**src/rtl/shot_tracker.sv**
```systemverilog
// rtl/shot_tracker.sv - per-round shot, hit and BCD score bookkeeping; optional SHOT_DEBOUNCE_EN click debounce
module shot_tracker #(
    parameter int MAX_SHOTS       = 3,
    parameter int FLASH_FRAMES    = 8,
    parameter int SCORE_DIGITS    = 4,
    parameter int DEBOUNCE_CYCLES = 16
) (
    input  logic                      Clk,
    input  logic                      Reset_n,
    input  logic                      frame_clk,
    input  logic                      round_start,
    input  logic                      click,
    input  logic                      duck_active,
    input  logic                      cursor_over_duck,
    output logic                      shot,
    output logic [1:0]                num_shots,
    output logic                      bird_shot,
    output logic                      round_over,
    output logic [4*SCORE_DIGITS-1:0] score_bcd
);

    typedef enum logic [1:0] {IDLE, ARMED, FLASH, DONE} state_t;

    state_t                    state_q, state_d;
    logic                      sync1_q, sync2_q, prev_q, edge_q, frame_q;
    logic                      click_lvl, click_edge, tick, hit;
    logic [1:0]                num_q, num_d;
    logic                      bird_q, bird_d;
    logic [7:0]                cnt_q, cnt_d;
    logic [4*SCORE_DIGITS-1:0] score_q, score_d, score_inc;
    logic                      carry, all_nine;

    if (MAX_SHOTS < 1 || MAX_SHOTS > 3 || FLASH_FRAMES < 1 || FLASH_FRAMES > 255
        || DEBOUNCE_CYCLES < 1) begin : g_bad_param
        $error("shot_tracker: parameter out of range");
    end

`ifdef SHOT_DEBOUNCE_EN
    localparam int DW = $clog2(DEBOUNCE_CYCLES + 1);
    logic [DW-1:0] db_cnt_q;
    logic          db_q;

    // Level rises on the DEBOUNCE_CYCLES-th consecutive high sample; any low clears it.
    always_ff @(posedge Clk or negedge Reset_n) begin
        if (!Reset_n) begin
            db_cnt_q <= '0;
            db_q     <= 1'b0;
        end else if (!sync2_q) begin
            db_cnt_q <= '0;
            db_q     <= 1'b0;
        end else begin
            if (db_cnt_q != DW'(DEBOUNCE_CYCLES)) db_cnt_q <= db_cnt_q + 1'b1;
            if (db_cnt_q >= DW'(DEBOUNCE_CYCLES - 1)) db_q <= 1'b1;
        end
    end
    assign click_lvl = db_q;
`else
    assign click_lvl = sync2_q;
`endif

    always_ff @(posedge Clk or negedge Reset_n) begin
        if (!Reset_n) begin
            sync1_q <= 1'b0;
            sync2_q <= 1'b0;
            prev_q  <= 1'b0;
            edge_q  <= 1'b0;
            frame_q <= 1'b0;
        end else begin
            sync1_q <= click;
            sync2_q <= sync1_q;
            prev_q  <= click_lvl;
            edge_q  <= click_lvl & ~prev_q;
            frame_q <= frame_clk;
        end
    end

    assign click_edge = edge_q;
    assign tick       = frame_clk & ~frame_q;
    assign hit        = duck_active & cursor_over_duck;

    always_ff @(posedge Clk or negedge Reset_n) begin
        if (!Reset_n) begin
            state_q <= IDLE;
            num_q   <= '0;
            bird_q  <= 1'b0;
            cnt_q   <= '0;
            score_q <= '0;
        end else begin
            state_q <= state_d;
            num_q   <= num_d;
            bird_q  <= bird_d;
            cnt_q   <= cnt_d;
            score_q <= score_d;
        end
    end

    always_comb begin
        state_d = state_q;
        case (state_q)
            IDLE:  if (round_start) state_d = ARMED;
            ARMED: begin
                if (round_start)     state_d = ARMED;
                else if (click_edge) state_d = FLASH;
            end
            FLASH: begin
                if (round_start) state_d = ARMED;
                else if (tick && cnt_q == 8'd1)
                    state_d = (bird_q || num_q == 2'(MAX_SHOTS)) ? DONE : ARMED;
            end
            DONE:  if (round_start) state_d = ARMED;
            default: state_d = IDLE;
        endcase
    end

    // Ripple +1 across digits; an all-nines score is held rather than wrapped.
    always_comb begin
        score_inc = score_q;
        carry     = 1'b1;
        all_nine  = 1'b1;
        for (int i = 0; i < SCORE_DIGITS; i++) begin
            if (score_q[4*i +: 4] != 4'd9) all_nine = 1'b0;
            if (carry) begin
                if (score_q[4*i +: 4] == 4'd9) begin
                    score_inc[4*i +: 4] = 4'd0;
                end else begin
                    score_inc[4*i +: 4] = score_q[4*i +: 4] + 4'd1;
                    carry = 1'b0;
                end
            end
        end
        if (all_nine) score_inc = score_q;
    end

    always_comb begin
        num_d   = num_q;
        bird_d  = bird_q;
        cnt_d   = cnt_q;
        score_d = score_q;
        if (round_start) begin
            num_d  = '0;
            bird_d = 1'b0;
            cnt_d  = '0;
        end else if (state_q == ARMED && click_edge) begin
            num_d = num_q + 2'd1;
            cnt_d = 8'(FLASH_FRAMES);
            if (hit) begin
                bird_d  = 1'b1;
                score_d = score_inc;
            end
        end else if (state_q == FLASH && tick) begin
            cnt_d = cnt_q - 8'd1;
        end
    end

    always_comb begin
        shot       = (state_q == FLASH);
        round_over = (state_q == DONE);
        num_shots  = num_q;
        bird_shot  = bird_q;
        score_bcd  = score_q;
    end

endmodule

```
**config.mk**
```make
export PLATFORM = sky130hd
export DESIGN_NAME = shot_tracker
export DESIGN_NICKNAME = d
export VERILOG_FILES = /design/src/rtl/shot_tracker.sv
export SDC_FILE = /design/constraint.sdc
export NUM_CORES = 1
export LEC_CHECK = 0
export BUFFER_PORTS_ARGS = -buffer_cell sky130_fd_sc_hd__buf_4
export CORE_MARGIN = 4
export CORE_UTILIZATION = 50
export DETAILED_ROUTE_END_ITERATION = 8
export GPL_ROUTABILITY_DRIVEN = 0
export PLACE_DENSITY = 0.74
export RECOVER_POWER = 25
export SYNTH_ARGS = -nofsm -noshare
export SYNTH_HDL_FRONTEND = slang
export SYNTH_SLANG_ARGS = --single-unit
```
**constraint.sdc**
```tcl
create_clock -name Clk -period 2.1 [get_ports Clk]
set_clock_uncertainty 0.2 [all_clocks]
set_input_delay 0.42 -clock Clk [delete_from_list [all_inputs] [get_ports Clk]]
set_output_delay 0.42 -clock Clk [all_outputs]
set_load 0.005 [all_outputs]
```
# Yosys cells after proc, flatten, opt, wreduce, memory -nomap -nowiden
# Index checks and enable logic that the tools add are counted.
dict set report classes {
  n_bitwise 7
  add_sub_neg 6
  n_eq_ne 16
  muxes 28
  n_reduce_logical 15
}
# op n
set op_table {}
lappend op_table {{two-way mux 8 bit} 3}
lappend op_table {{adder 4 x 1 -> 4 bit (second input constant)} 4}
lappend op_table {{equality test 4 bit (second input constant)} 4}
lappend op_table {{two-way mux 2 bit} 8}
lappend op_table {{two-way mux 4 bit} 4}
lappend op_table {{inequality test 4 bit (second input constant)} 4}
lappend op_table {{AND reduction 5 bit} 3}
lappend op_table {{two-way mux 1 bit} 12}
lappend op_table {{equality test 8 x 1 -> 1 bit (second input constant)} 1}
lappend op_table {{subtractor 8 x 1 -> 8 bit (second input constant)} 1}
lappend op_table {{equality test 2 bit (second input constant)} 3}
lappend op_table {{one-hot mux 2 bit (3 select lines)} 1}
lappend op_table {{NOT 1 bit} 4}
lappend op_table {{AND reduction 4 bit} 1}
lappend op_table {{nonzero test 2 bit} 2}
lappend op_table {{AND 1 bit} 3}
lappend op_table {{logical AND 1 bit} 3}
lappend op_table {{inequality test 3 x 2 -> 1 bit (second input constant)} 1}
lappend op_table {{inequality test 3 bit (second input constant)} 1}
lappend op_table {{AND reduction 3 bit} 1}
lappend op_table {{nonzero test 3 bit} 1}
lappend op_table {{adder 2 x 1 -> 2 bit (second input constant)} 1}
lappend op_table {{equality test 2 x 1 -> 1 bit (second input constant)} 1}
lappend op_table {{zero test 2 bit} 1}
lappend op_table {{other kinds (4)} 4}
dict set report word_totals {
  output_inout_bits 21
  reg_bits 34
  word_cells 85
  input_bits 7
}

# Logic depth before layout (Yosys ltp)
dict set report depth {
  word_depth 7
  ltp_mapped 7
  mapped_depth_nobuf 6
}

# Worst setup path after synthesis
# OpenSTA, ideal clock, no wires.
dict set report synth_path {
  kind {reg2reg}
  startpoint {register state_q[1]}
  endpoint {register score_q[7], in the netlist score_bcd[7]}
  t_arrival_ns 1.646
  path_stages_with_launch 8
  setup_slack_ns 0.133
  setup_time_ns 0.121
  n_path_buf 1
  cell_sequence {dfrtp_1 > inv_1 > ha_1 > and2_1 > clkbuf_1 > nand4_2 > a221o_1 > a22o_1}
}
dict set report synth_via {
  elab_chain_len 3
}
# element line
set synth_lines {}
lappend synth_lines {{start: declaration} 24} ;# state_t state_q, state_d;
lappend synth_lines {{start signal: assignment} 89} ;# state_q <= state_d;
lappend synth_lines {{equality test 2 x 1 -> 1 bit} 143} ;# end else if (state_q == ARMED && click_edge) begin
lappend synth_lines {{logical AND 1 bit} 143}
lappend synth_lines {{AND reduction 5 bit (no source line)} n/a}
lappend synth_lines {{end signal: assignment} 93} ;# score_q <= score_d;
lappend synth_lines {{end: declaration} 30} ;# logic [4*SCORE_DIGITS-1:0] score_q, score_d, score_inc;
# No other way between the ends.
# A chain may end at the register's enable or synchronous reset.

# Final worst setup path
# Same ends and word-level chain as after synthesis.

==> impl_metrics.json <==
{
  "cts-root-buf": "clkbuf_4",
  "gr-usage-all-layers_pct": 17.4,
  "antenna_found_initial": 0,
  "drc": 0,
  "syn_to_final_growth_pct": 21.0,
  "crit_chain": "inv_1 > ha_1 > and2_1 > nand4_2 > a221o_1 > a22o_1",
  "cp.arrival_ns": 1.98,
  "fmax_mhz": 513,
  "grtUsageMet1_pct": 20.4,
  "synth_enable_flop_cells": 0,
  "dp_hpwl_mm": 2.59,
  "clkLatencyLatePin_ns": 0.34,
  "worst-path-max-fanout": 5,
  "htree_levels": 2,
  "rows": 21,
  "max_slew_margin_pct": 44.7,
  "drtPass1Iterations": 4,
  "period_minus_slack_ns": 1.95,
  "worst_pin_slew_ns": 0.829,
  "syn_inst": 169,
  "yosysSeqAreaShare_pct": 47.2,
  "fin_nets": 222,
  "grt_pass1_vias": 1398,
  "synth_top_flop_cell": "dfrtp_1",
  "finalSetupViolCount": 0,
  "grt_pass1_wl_mm": 6.01,
  "critPathBufInv": 1,
  "drt_iter0_markers": 30,
  "wl_per_cell_um": 13.5,
  "clockBufferDepth": 2,
  "yosys_warnings": 0,
  "p_per_area_nw_per_um2": 716,
  "synthTopCellsByCount": "34 x dfrtp_1, 19 x nor2_1, 13 x nand2_1",
  "hold_violations": 0,
  "post_cts_buffers": 0,
  "synth_top_area_share_pct": 47.2,
  "hold_start": "round_start",
  "startpoint_type": "flip-flop",
  "outcome": "completed",
  "post_drt_via_cell_ratio": 5.35,
  "synth.area.top_cells": "dfrtp_1 47%, ha_1 4.9%, nor2_1 4.0%",
  "grt_use_met3_pct": 4.60,
  "drive_gt1_share_pct": 24.4,
  "ff2ff_path_depth": 6,
  "wirelength_mm": 3.45,
  "fp.dieH_um": 68.1,
  "crit-reg2reg-launch": "state_q[1]$_DFFE_PN0P_",
  "use_met2_pct": 28.9,
  "power.total_uw": 1560,
  "core-area_um2": 3420,
  "slew_violations": 0,
  "yosysTopAreaCell": "dfrtp_1",
  "synth_async_sr_flop_share_pct": 100,
  "cp_slowest_cell": "dfrtp_1",
  "cts_buffers": 5,
  "reg2reg_to": "score_bcd[7]$_DFFE_PN0P_",
  "num_antenna_cells": 0,
  "r2r_slack_ns": 0.15,
  "whs_path_depth": 2,
  "top_usage_layer": "met2",
  "grt_start_max_net_pins": 35,
  "rsz0062_at_grt": "no",
  "p_leak_uw": 0.00103,
  "post_cts_resized": 0,
  "drv_cap": 0,
  "portBuffers": 27,
  "end_kind": "flip-flop",
  "hold_path_class": "input port to flip-flop",
  "syn-cell-area_um2": 1800,
  "num_vias": 1363,
  "synth_nets": 183,
  "ys_ff_latch": 34,
  "tritoncts": "yes",
  "cp_slowest_stage_delay_ns": 0.43,
  "start_util_pct": 52.8,
  "ant_nets": 0,
  "timing.final.crit_share_pct": 92.7,
  "fillers": 283,
  "peakVddDrop_mv": 0.400,
  "crit_type": "flip-flop to flip-flop",
  "die_x_um": 68.1,
  "clkTransAtPathRegs_ns": 0.11,
  "tns_ns": 0,
  "avgSynthCellArea_um2": 10.7,
  "required_ns": 2.14,
  "cts_sinks": 34,
  "die-area_um2": 4630,
  "post-synth-top-count-cell": "dfrtp_1",
  "crit_family": "compound AO/OA/AOI/OAI gates",
  "overflow": 0,
  "synth.distinct_cells": 50,
  "ios": 28,
  "hold_end": "bird_shot$_DFFE_PN0P_"
}
-- report_power, final --
group          internal [uW]  leakage [uW]  total [uW]  switching [uW]
logic                    160      0.000535         326             166
registers                707      0.000451         770            63.4
clock network            246     0.0000450         467             221
-- registers in the layout, indices dropped and copies added (netlist names) --
| register | cells |
|---|---|
| frame_q | 1 |
| score_bcd | 16 |
| num_shots | 2 |
| prev_q | 1 |
| click_edge | 1 |
| bird_shot | 1 |
| sync1_q | 1 |
| click_lvl | 1 |
| cnt_q | 8 |
| state_q | 2 |
-- per-layer routing --
layer | vias up | routed length (um) | share of wire (%)
met5 | - | 0 | 0
met4 | 0 | 44 | 1.3
met3 | 4 | 151 | 4.4
met2 | 28 | 1730 | 50
met1 | 654 | 1530 | 44
li1 | 677 | - | -
-- repair_timing --
action | in CTS | in global routing
endpoints found under the setup margin | 0 | 5
hold buffers | 3 | 0
hold endpoints to repair | 36 | 0
-- worst max-delay path by stage --
stage	start	to	slack, ns	cells past startpoint
finish	state_q[1]$_DFFE_PN0P_	score_bcd[7]$_DFFE_PN0P_	0.15	6
global route	state_q[1]$_DFFE_PN0P_	score_bcd[3]$_DFFE_PN0P_	0.009	6
CTS	state_q[1]$_DFFE_PN0P_	score_bcd[9]$_DFFE_PN0P_	0.03	6
detailed placement	state_q[1]$_DFFE_PN0P_	score_bcd[9]$_DFFE_PN0P_	0.05	6
global placement	state_q[1]$_DFFE_PN0P_	score_bcd[9]$_DFFE_PN0P_	0.17	6
floorplan	state_q[1]$_DFFE_PN0P_	score_bcd[7]$_DFFE_PN0P_	0.13	7
-- placed cells by master (no fill, tap or decap), types with 2 or more instances in the layout --
cell and instances:
a21boi_1 2, a21oi_1 9, a221o_1 2, a31oi_1 2, buf_4 29, clkbuf_4 6
clkinv_2 2, dfrtp_1 34, dlygate4sd3_1 3, ha_1 7, inv_1 11, mux2_1 3
nand2_1 13, nand2b_1 3, nand3_1 4, nand4_1 3, nand4b_1 2, nand4bb_4 2
nor2_1 19, nor2b_1 2, nor3_1 4, nor4_4 2, o21ai_0 2, or3b_4 2
xnor2_1 6, xor2_1 7
-- cells by family (layout without fill, tap and decap cells) --
| group | Yosys count | in the layout | share of synthesized area (%) |
|---|---|---|---|
| AO/OA/AOI/OAI | 28 | 28 | 10.6 |
| adder cells (fa/ha/maj) | 7 | 7 | 4.85 |
| multiplexers | 3 | 3 | 1.87 |
| XOR/XNOR | 13 | 13 | 6.31 |
| flip-flops | 34 | 34 | 47.2 |
| buffers and inverters | 14 | 54 | 3.40 |
| AND/OR/NAND/NOR | 70 | 70 | 25.8 |
-- cell type report --
cell class | instances | area [um^2] | area share, %
flip-flops and latches | 34 | 851 | 39.0
well taps | 46 | 57.6 | 2.64
clock inverters | 3 | 40.0 | 1.83
inverters | 11 | 41.3 | 1.89
clock buffers | 5 | 37.5 | 1.72
repair buffers | 35 | 264 | 12.1
multi-input cells | 121 | 892 | 40.9
-- per-stage QoR --
step           instance area [um^2]  utilization (%)  worst slack (ns)  hold slack [ns]  std cells
4_1_cts                        2190             64.1            0.0265            0.118        255
5_1_grt                        2180             63.9           0.00906            0.127        255
2_1_floorplan                  1800                -             0.133          -0.0756        169
3_3_place_gp                   2080             61.0             0.173            0.147        244
6_report                       2180             63.9             0.153            0.128        255
3_5_place_dp                   2080             61.0            0.0488            0.146        244
(Power assumes the default switching activity.)
